## src/rtl/order_tx_framer_if.sv

```systemverilog
// Order-strobe and exchange-link signal bundle for order_tx_framer.
// master: upstream order source plus link sink; slave: the framer itself.
interface order_tx_framer_if;
  logic        order_go;
  logic [4:0]  order_client_id;
  logic [15:0] order_amount;
  logic        order_full;
  logic [7:0]  link_data;
  logic        link_valid;
  logic        link_sof;
  logic        link_ready;

  modport master (
    output order_go, order_client_id, order_amount, link_ready,
    input  order_full, link_data, link_valid, link_sof
  );

  modport slave (
    input  order_go, order_client_id, order_amount, link_ready,
    output order_full, link_data, link_valid, link_sof
  );
endinterface

```

## src/rtl/order_tx_framer.sv

```systemverilog
// Order transmit framer: queues order strobes in a FIFO and serialises them as byte frames.
// Define ORDER_TX_CSUM_EN to append an XOR checksum byte (5-byte frames instead of 4).
module order_tx_framer #(
  parameter int unsigned FIFO_DEPTH = 4,
  parameter logic [7:0]  SOF_BYTE   = 8'hA5
) (
  input  logic               clk,
  input  logic               HRESETn,
  order_tx_framer_if.slave   bus,
  output logic [7:0]         drop_count,
  output logic               busy
);

  localparam int unsigned AW = $clog2(FIFO_DEPTH);
  localparam logic [AW:0] PTR_ONE = {{AW{1'b0}}, 1'b1};

  typedef enum logic [2:0] {
    IDLE,
    SOF,
    CLIENT,
    AMT_HI,
    AMT_LO
`ifdef ORDER_TX_CSUM_EN
    , CSUM
`endif
  } state_t;

  state_t      state, state_nxt;
  logic [AW:0] wr_ptr, rd_ptr;
  logic [20:0] mem [FIFO_DEPTH];
  logic [20:0] frame_q;
  logic        fifo_empty;
  logic        push, pop;
  logic [7:0]  byte_client, byte_amt_hi, byte_amt_lo;

  assign fifo_empty    = (wr_ptr == rd_ptr);
  assign bus.order_full = (wr_ptr[AW] != rd_ptr[AW]) &&
                          (wr_ptr[AW-1:0] == rd_ptr[AW-1:0]);
  // Rejection is decided on the registered full flag; a same-cycle pop does not help.
  assign push = bus.order_go && !bus.order_full;
  assign busy = (state != IDLE) || !fifo_empty;

  assign byte_client = {3'b000, frame_q[20:16]};
  assign byte_amt_hi = frame_q[15:8];
  assign byte_amt_lo = frame_q[7:0];

  always_comb begin
    state_nxt      = state;
    pop            = 1'b0;
    bus.link_valid = 1'b1;
    bus.link_sof   = 1'b0;
    bus.link_data  = '0;
    case (state)
      IDLE: begin
        bus.link_valid = 1'b0;
        if (!fifo_empty) begin
          pop       = 1'b1;
          state_nxt = SOF;
        end
      end
      SOF: begin
        bus.link_sof  = 1'b1;
        bus.link_data = SOF_BYTE;
        if (bus.link_ready) state_nxt = CLIENT;
      end
      CLIENT: begin
        bus.link_data = byte_client;
        if (bus.link_ready) state_nxt = AMT_HI;
      end
      AMT_HI: begin
        bus.link_data = byte_amt_hi;
        if (bus.link_ready) state_nxt = AMT_LO;
      end
      AMT_LO: begin
        bus.link_data = byte_amt_lo;
        if (bus.link_ready) begin
`ifdef ORDER_TX_CSUM_EN
          state_nxt = CSUM;
`else
          if (!fifo_empty) begin
            pop       = 1'b1;
            state_nxt = SOF;
          end else begin
            state_nxt = IDLE;
          end
`endif
        end
      end
`ifdef ORDER_TX_CSUM_EN
      CSUM: begin
        bus.link_data = byte_client ^ byte_amt_hi ^ byte_amt_lo;
        if (bus.link_ready) begin
          if (!fifo_empty) begin
            pop       = 1'b1;
            state_nxt = SOF;
          end else begin
            state_nxt = IDLE;
          end
        end
      end
`endif
      default: begin
        bus.link_valid = 1'b0;
        state_nxt      = IDLE;
      end
    endcase
  end

  always_ff @(posedge clk or posedge HRESETn) begin
    if (HRESETn) begin
      state      <= IDLE;
      wr_ptr     <= '0;
      rd_ptr     <= '0;
      frame_q    <= '0;
      drop_count <= '0;
    end else begin
      state <= state_nxt;
      if (push) wr_ptr <= wr_ptr + PTR_ONE;
      if (pop) begin
        rd_ptr  <= rd_ptr + PTR_ONE;
        frame_q <= mem[rd_ptr[AW-1:0]];
      end
      if (bus.order_go && bus.order_full && (drop_count != 8'hFF))
        drop_count <= drop_count + 8'd1;
    end
  end

  always_ff @(posedge clk) begin
    if (push) mem[wr_ptr[AW-1:0]] <= {bus.order_client_id, bus.order_amount};
  end

endmodule

```

## src/flat_wrapper.sv

```systemverilog
// flat-port wrapper written by rule: the top's interface ports become plain ports
module order_tx_framer_flat 
#(
  parameter int unsigned FIFO_DEPTH = 4,
  parameter logic [7:0]  SOF_BYTE   = 8'hA5
)
  (clk, HRESETn, drop_count, busy, bus_order_go, bus_order_client_id, bus_order_amount, bus_link_ready, bus_order_full, bus_link_data, bus_link_valid, bus_link_sof);
  order_tx_framer_if bus_i ();
  input  logic clk;
  input  logic HRESETn;
  output logic [7:0] drop_count;
  output logic busy;
  input wire logic [$bits(bus_i.order_go)-1:0] bus_order_go;
  input wire logic [$bits(bus_i.order_client_id)-1:0] bus_order_client_id;
  input wire logic [$bits(bus_i.order_amount)-1:0] bus_order_amount;
  input wire logic [$bits(bus_i.link_ready)-1:0] bus_link_ready;
  output wire logic [$bits(bus_i.order_full)-1:0] bus_order_full;
  output wire logic [$bits(bus_i.link_data)-1:0] bus_link_data;
  output wire logic [$bits(bus_i.link_valid)-1:0] bus_link_valid;
  output wire logic [$bits(bus_i.link_sof)-1:0] bus_link_sof;
  assign bus_i.order_go = bus_order_go;
  assign bus_i.order_client_id = bus_order_client_id;
  assign bus_i.order_amount = bus_order_amount;
  assign bus_i.link_ready = bus_link_ready;
  assign bus_order_full = bus_i.order_full;
  assign bus_link_data = bus_i.link_data;
  assign bus_link_valid = bus_i.link_valid;
  assign bus_link_sof = bus_i.link_sof;
  order_tx_framer #(.FIFO_DEPTH(FIFO_DEPTH), .SOF_BYTE(SOF_BYTE)) u_core (.clk(clk), .HRESETn(HRESETn), .bus(bus_i), .drop_count(drop_count), .busy(busy));
endmodule
```

## config.mk

```make
export PLATFORM = sky130hd
export DESIGN_NAME = order_tx_framer_flat
export DESIGN_NICKNAME = d
export VERILOG_FILES = /design/src/rtl/order_tx_framer_if.sv /design/src/rtl/order_tx_framer.sv /design/src/flat_wrapper.sv
export SDC_FILE = /design/constraint.sdc
export NUM_CORES = 1
export LEC_CHECK = 0
export BUFFER_PORTS_ARGS = -buffer_cell sky130_fd_sc_hd__buf_4
export CORE_MARGIN = 2
export CORE_UTILIZATION = 40
export DETAILED_ROUTE_END_ITERATION = 10
export SLEW_MARGIN = 0
export SYNTH_ARGS = -nofsm -noshare
export SYNTH_HDL_FRONTEND = slang
export SYNTH_SLANG_ARGS = --single-unit
```

## constraint.sdc

```tcl
create_clock -name clk -period 3.1 [get_ports clk]
set_input_delay 0.155 -clock clk [delete_from_list [all_inputs] [get_ports clk]]
set_output_delay 0.155 -clock clk [all_outputs]
set_load 0.02 [all_outputs]
```

[Word level (Yosys, flattened, before mapping)]
Memories as Yosys holds them, arrays and structs flattened. A register that Yosys moved wholly into a read port is not among the register bits.
Index checks and enable logic that the tools add are counted.
Storage, ports and cells
  output and inout bits: 20
  memories kept: 1
  input bits: 25
  memory bits (writable): 84
  word-level logic and storage cells: 47
  register bits after elaboration: 17
Cells by class
  muxes and demuxes: 15
  eq/ne operators: 13
  add/sub/neg operators: 3
  reduce and logical (&&, ||, !) cells: 11
Memory list
  u_core.mem: depth 4, bits a word 21, read ports 1, clocked after Yosys merged registers in 1, write ports 1, RTL line order_tx_framer.sv:30  | logic [20:0] mem [FIFO_DEPTH];
Operators by type and width (number)
  case mux 8 bit (4 select lines): 1
  two-way mux 3 bit: 5
  case mux 3 bit (5 select lines): 1
  inequality test 2 bit, second input constant: 5
  adder 8 x 1 -> 8 bit, second input constant: 1
  inequality test 8 bit, second input constant: 1
  two-way mux 1 bit: 7
  adder 3 x 1 -> 3 bit, second input constant: 2
  == test 3 x 2 -> 1 bit, second input constant: 2
  AND reduction 5 bit: 1
  logical AND 1 bit: 4
  OR reduction 4 bit: 1
  == test 3 x 1 -> 1 bit, second input constant: 1
  == test 3 bit: 1
  == test 3 bit, second input constant: 1
  zero test 3 bit: 1
  nonzero test 3 bit: 1
  == test 2 bit: 1
  zero test 1 bit: 2
  case mux 1 bit (2 select lines): 1
  logical OR 1 bit: 1
  inequality test 1 bit: 1

[Longest topological paths before layout]
  depth after elaboration: 6
  mapped depth: 6
  mapped depth without buffers: 5

[Worst setup path before layout]
No wires, ideal clock.
  path kind: register to register
  start: register u_core.rd_ptr[0]
  end: memory u_core.mem[1][0] (enable)
  data arrival time: 1.731 ns
  buffers on the path: 2
  setup time: 0.379 ns
  cell stages (with the launch flop): 6
  path slack: 0.990 ns
  clock period less this slack: 2.110 ns
  required time: 2.721 ns
  path through: dfrtp_1 buf_2 xor2_1 or3_4 buf_6 and3_1
On the way
  cells in the longest elaborated chain, start to end: 6
RTL lines
  start: declaration: RTL line order_tx_framer.sv:29  | logic [AW:0] wr_ptr, rd_ptr;
  start signal: assignment: RTL line order_tx_framer.sv:120  | rd_ptr <= rd_ptr + PTR_ONE;
  == test 2 bit: RTL line order_tx_framer.sv:38  | (wr_ptr[AW-1:0] == rd_ptr[AW-1:0]);
  logical AND 1 bit: RTL line order_tx_framer.sv:37  | assign bus.order_full = (wr_ptr[AW] != rd_ptr[AW]) &&
  zero test 1 bit: RTL line order_tx_framer.sv:40  | assign push = bus.order_go && !bus.order_full;
  logical AND 1 bit: RTL line order_tx_framer.sv:40
  two-way mux 1 bit: RTL line order_tx_framer.sv:129  | if (push) mem[wr_ptr[AW-1:0]] <= {bus.order_client_id, bus.order_amount};
  two-way mux 1 bit (implied by the code): RTL line order_tx_framer.sv:129
  end: declaration: RTL line order_tx_framer.sv:30
Every way passes these cells.

[Worst setup path after layout]
  start: register u_core.wr_ptr[0]
  end: memory u_core.mem[3][4] (enable)
On the way
  cells in the longest elaborated chain, start to end: 6
RTL lines
  start: declaration: RTL line order_tx_framer.sv:29
  start signal: assignment: RTL line order_tx_framer.sv:118  | if (push) wr_ptr <= wr_ptr + PTR_ONE;
  == test 2 bit: RTL line order_tx_framer.sv:38
  logical AND 1 bit: RTL line order_tx_framer.sv:37
  zero test 1 bit: RTL line order_tx_framer.sv:40
  logical AND 1 bit: RTL line order_tx_framer.sv:40
  two-way mux 1 bit: RTL line order_tx_framer.sv:129
  two-way mux 1 bit (implied by the code): RTL line order_tx_framer.sv:129
Parallel ways exist; a longest one is shown, timed or not.

==> results.yml <==
floorplan:
  dieHeight_um: 115.1
  fp.dieW_um: 115.1
  rows: 40
  pin_count: 45
  die_area_um2: 13250
  start_util_pct: 41.11
  coreArea_um2: 12010
route:
  drt_wl_total_um: 9480
  drc: 0
  dr.pass1.iters: 4
  vias: 2620
  vias_per_cell: 5.078
  wl_per_cell_um: 18.37
  ant_nets: 0
  drtIter0Drc: 201
timing:
  drv_slew: 0
  fin_setup_tns_ns: 0
  rsz0062_at_grt: "false"
  clock_skew_ns: 0.008894
  worst_pin_slew_ns: 0.5896
  fmax_ghz: 0.4357
  post-route-min-period_ns: 2.295
  relSlewSlack_pct: 60.70
  setup_viol: 0
  hold_viol: 0
  period_share_pct: 74.03
cts:
  clock_latency_ns: 0.41
  clockRootBuffer: "clkbuf_16"
  cts_buffers: 17
  cts_tree: "built"
  htree_levels: 4
  clk_pin_slew_ns: 0.06
  postCtsSetupRepairBufs: 0
  clock-sinks: 122
  cts_resized: 0
  cts_max_path_buffers: 2
placed_design:
  place_area_um2: 5454
  dp_hpwl_um: 5947
  gp_congestion: 0.7603
  portBuffers: 44
  dp_cells: 462
power:
  power_mw: 6.561
  p_leak_nw: 2.384
  internal_power_mw: 4.492
  powerDensity_nw_per_um2: 1049
  pwr-share-clk_pct: 29.6
  vdd_drop_max_mv: 0.5772
  switchingPower_mw: 2.069
  comb_power_share_pct: 31.5
  swShare_pct: 31.53
  pwr-share-seq_pct: 38.9
hold_path:
  hold_path_class: "in -> reg"
  holdPathStages: 3
  min_from: "bus_link_ready"
  min_to: "u_core.state[2]$_DFFE_PP0P_"
synthesis:
  syn_nets: 306
  yosysWarnings: 0
  ys_seq_area_share_pct: 70.33
  ys_async_sr_fraction_pct: 31.15
  synth_top_cell_area_share_pct: 51.08
  dominantRegCellSynth: "edfxtp_1"
  yosysTopAreaCell: "edfxtp_1"
  ys_ff_latch: 122
  synth-edff-count: 84
  netlist_top_cells_area: "edfxtp_1 (51%), dfrtp_1 (19%), mux4_2 (9.6%), mux2_1 (4.6%), xor2_1 (2.1%)"
  synthesis.area_um2: 4938
  ys_types: 38
  synthCells: 275
  avgSynthCellArea_um2: 17.96
final_layout:
  syn_to_final_growth_pct: 26.70
  drive_above_1_share_pct: 30.89
  diodes: 0
  fin_nets: 387
  n_fill_cell: 984
  fin_cells: 516
  utilization_pct: 52.09
  final_cell_area_um2: 6257
flow_run:
  maxCapViolations: 0
critical_path:
  r2r_slack_ns: 0.81
  worstPathRequired_ns: 3.20
  worstSetupStartpointType: "register"
  timing.rr.start: "u_core.wr_ptr[0]$_DFFE_PP0P_"
  cp_slowest_cell: "and3_1"
  reg2reg_depth: 4
  slowest_delay_ns: 0.56
  arrival_ns: 2.40
  critical_path.max_fanout: 13
  worstPathCellList: "xor2_1 -> or3_4 -> and3_1 -> buf_4"
  timing_worst_setup_path_type: "reg -> reg"
  setup.worst_path.end_class: "register"
  r2r-end: "u_core.mem[3][4]$_DFFE_PP_"
global_route:
  antenna_found_initial: 0
  grt_pass1_wl_um: 15190
  grt_pass1_vias: 2846
  grt_max_degree: 39
  grt.total_usage_pct: 15.93
  gr-total-overflow: 0
status:
  status: "completed"
## cells in the mapped netlist (3+ instances only)
library cell and instances:
a22oi_1 3, nor3_1 3, nand2_1 15, clkbuf_1 5
buf_2 5, nor4_2 3, xor2_1 12, edfxtp_1 84
xnor2_1 4, o21ai_1 4, inv_1 5, dfrtp_1 38
nor2b_1 5, and3_1 4, mux2_2 5, nand2b_1 4
ha_1 6, mux4_2 21, mux2_1 20, nor2_1 7
## metrics by stage
step	hold WS [ns]	setup WS (ns)
2_1_floorplan	0.2539	0.9895
3_3_place_gp	0.3210	0.7668
3_5_place_dp	0.3224	0.7989
4_1_cts	0.05797	0.7612
5_1_grt	0.07606	0.6707
6_report	0.07208	0.8050
## timing repair
action / CTS / global route
hold buffers: 22 / 0
hold endpoints to repair: 122 / 0
setup endpoints to repair: 0 / 0
## power groups by stage
stage / Sequential [mW] / Clock [mW] / Combinational, mW
after floorplan: 2.48 / 0 / 1.51
after global placement: 2.57 / 0 / 2.07
after detailed placement: 2.58 / 0 / 2.09
after CTS: 2.56 / 1.97 / 2.12
after global routing: 2.61 / 2.06 / 2.27
final: 2.55 / 1.94 / 2.07
## critical path: cells and delay by family, from the launching register on
family / cells / cell delay (ns)
and+or+nand+nor: 2 / 0.85
buffers and inverters: 1 / 0.33
xor gates and xnor gates: 1 / 0.35
DFF: 1 / 0.44
## how the worst max path moves through the flow
stage	from	endpoint	slack (ns)	cells past startpoint
floorplan	u_core.rd_ptr[0]$_DFFE_PP0P_	u_core.mem[1][0]$_DFFE_PP_	0.99	5
global placement	u_core.wr_ptr[0]$_DFFE_PP0P_	u_core.mem[3][3]$_DFFE_PP_	0.77	4
detailed placement	u_core.wr_ptr[0]$_DFFE_PP0P_	u_core.mem[3][3]$_DFFE_PP_	0.80	4
CTS	u_core.wr_ptr[0]$_DFFE_PP0P_	u_core.mem[3][1]$_DFFE_PP_	0.76	4
global route	u_core.wr_ptr[0]$_DFFE_PP0P_	u_core.mem[2][2]$_DFFE_PP_	0.67	4
finish	u_core.wr_ptr[0]$_DFFE_PP0P_	u_core.mem[3][4]$_DFFE_PP_	0.81	4
## state kept, by name, summed over array words and instances, names as in the netlist
| register | count |
|---|---|
| u_core.frame_q | 21 |
| u_core.mem | 84 |
| u_core.rd_ptr | 3 |
| u_core.state | 3 |
| u_core.wr_ptr | 3 |
| u_core.drop_count | 8 |
## placed cells by master (no fill, tap or decap), drive strengths merged, types with 2 or more instances in the layout
cell type    Yosys  layout
nand2           15      15
mux2            25      25
clkinvlp         0       3
nor2             7       7
o21ai            6       6
a22oi            3       3
dfrtp           38      38
nand4            2       2
bufinv           0       3
ha               6       6
nand2b           4       4
nor2b            5       5
nor3             3       3
nor4             4       4
o311ai           2       2
clkbuf           5      18
xor2            12      12
and3             4       4
dlygate4sd3      0      22
buf              7      52
a21oi            2       2
nand3            2       2
inv              6       7
mux4            21      21
clkinv           0       7
edfxtp          84      84
xnor2            4       4
## area by class of cell
cell class,instances,area (µm²),area share [%]
multi-input combinational,135,1384,22.12
sequential,122,3473,55.51
tap,147,183.9,2.939
inverter,6,22.52,0.3599
clock buffer,18,429.2,6.859
clock inverter,14,153.9,2.460
timing repair buffer,74,610.6,9.758
## per-layer routing
metal / up-vias / part of all wire [%] / wire, µm / track usage (%)
met4: 0 / 1.2 / 116 / 6.908
met1: 1321 / 42 / 3992 / 19.33
met3: 7 / 4.9 / 467 / 4.850
met5: - / 0 / 0 / 0
met2: 70 / 52 / 4903 / 26.51
li1: 1222 / - / - / -
## logic make-up (layout without fill, tap and decap cells)
group / after synthesis / after routing / synth area share (%)
compound gates: 17 / 17 / 2.661
xor+xnor: 16 / 16 / 2.838
fa+ha+maj: 6 / 6 / 1.520
buf+inv: 18 / 112 / 1.647
flops: 122 / 122 / 70.33
mux: 46 / 46 / 15.28
simple gates: 50 / 50 / 5.726
Power figures use the tool's default switching activity.
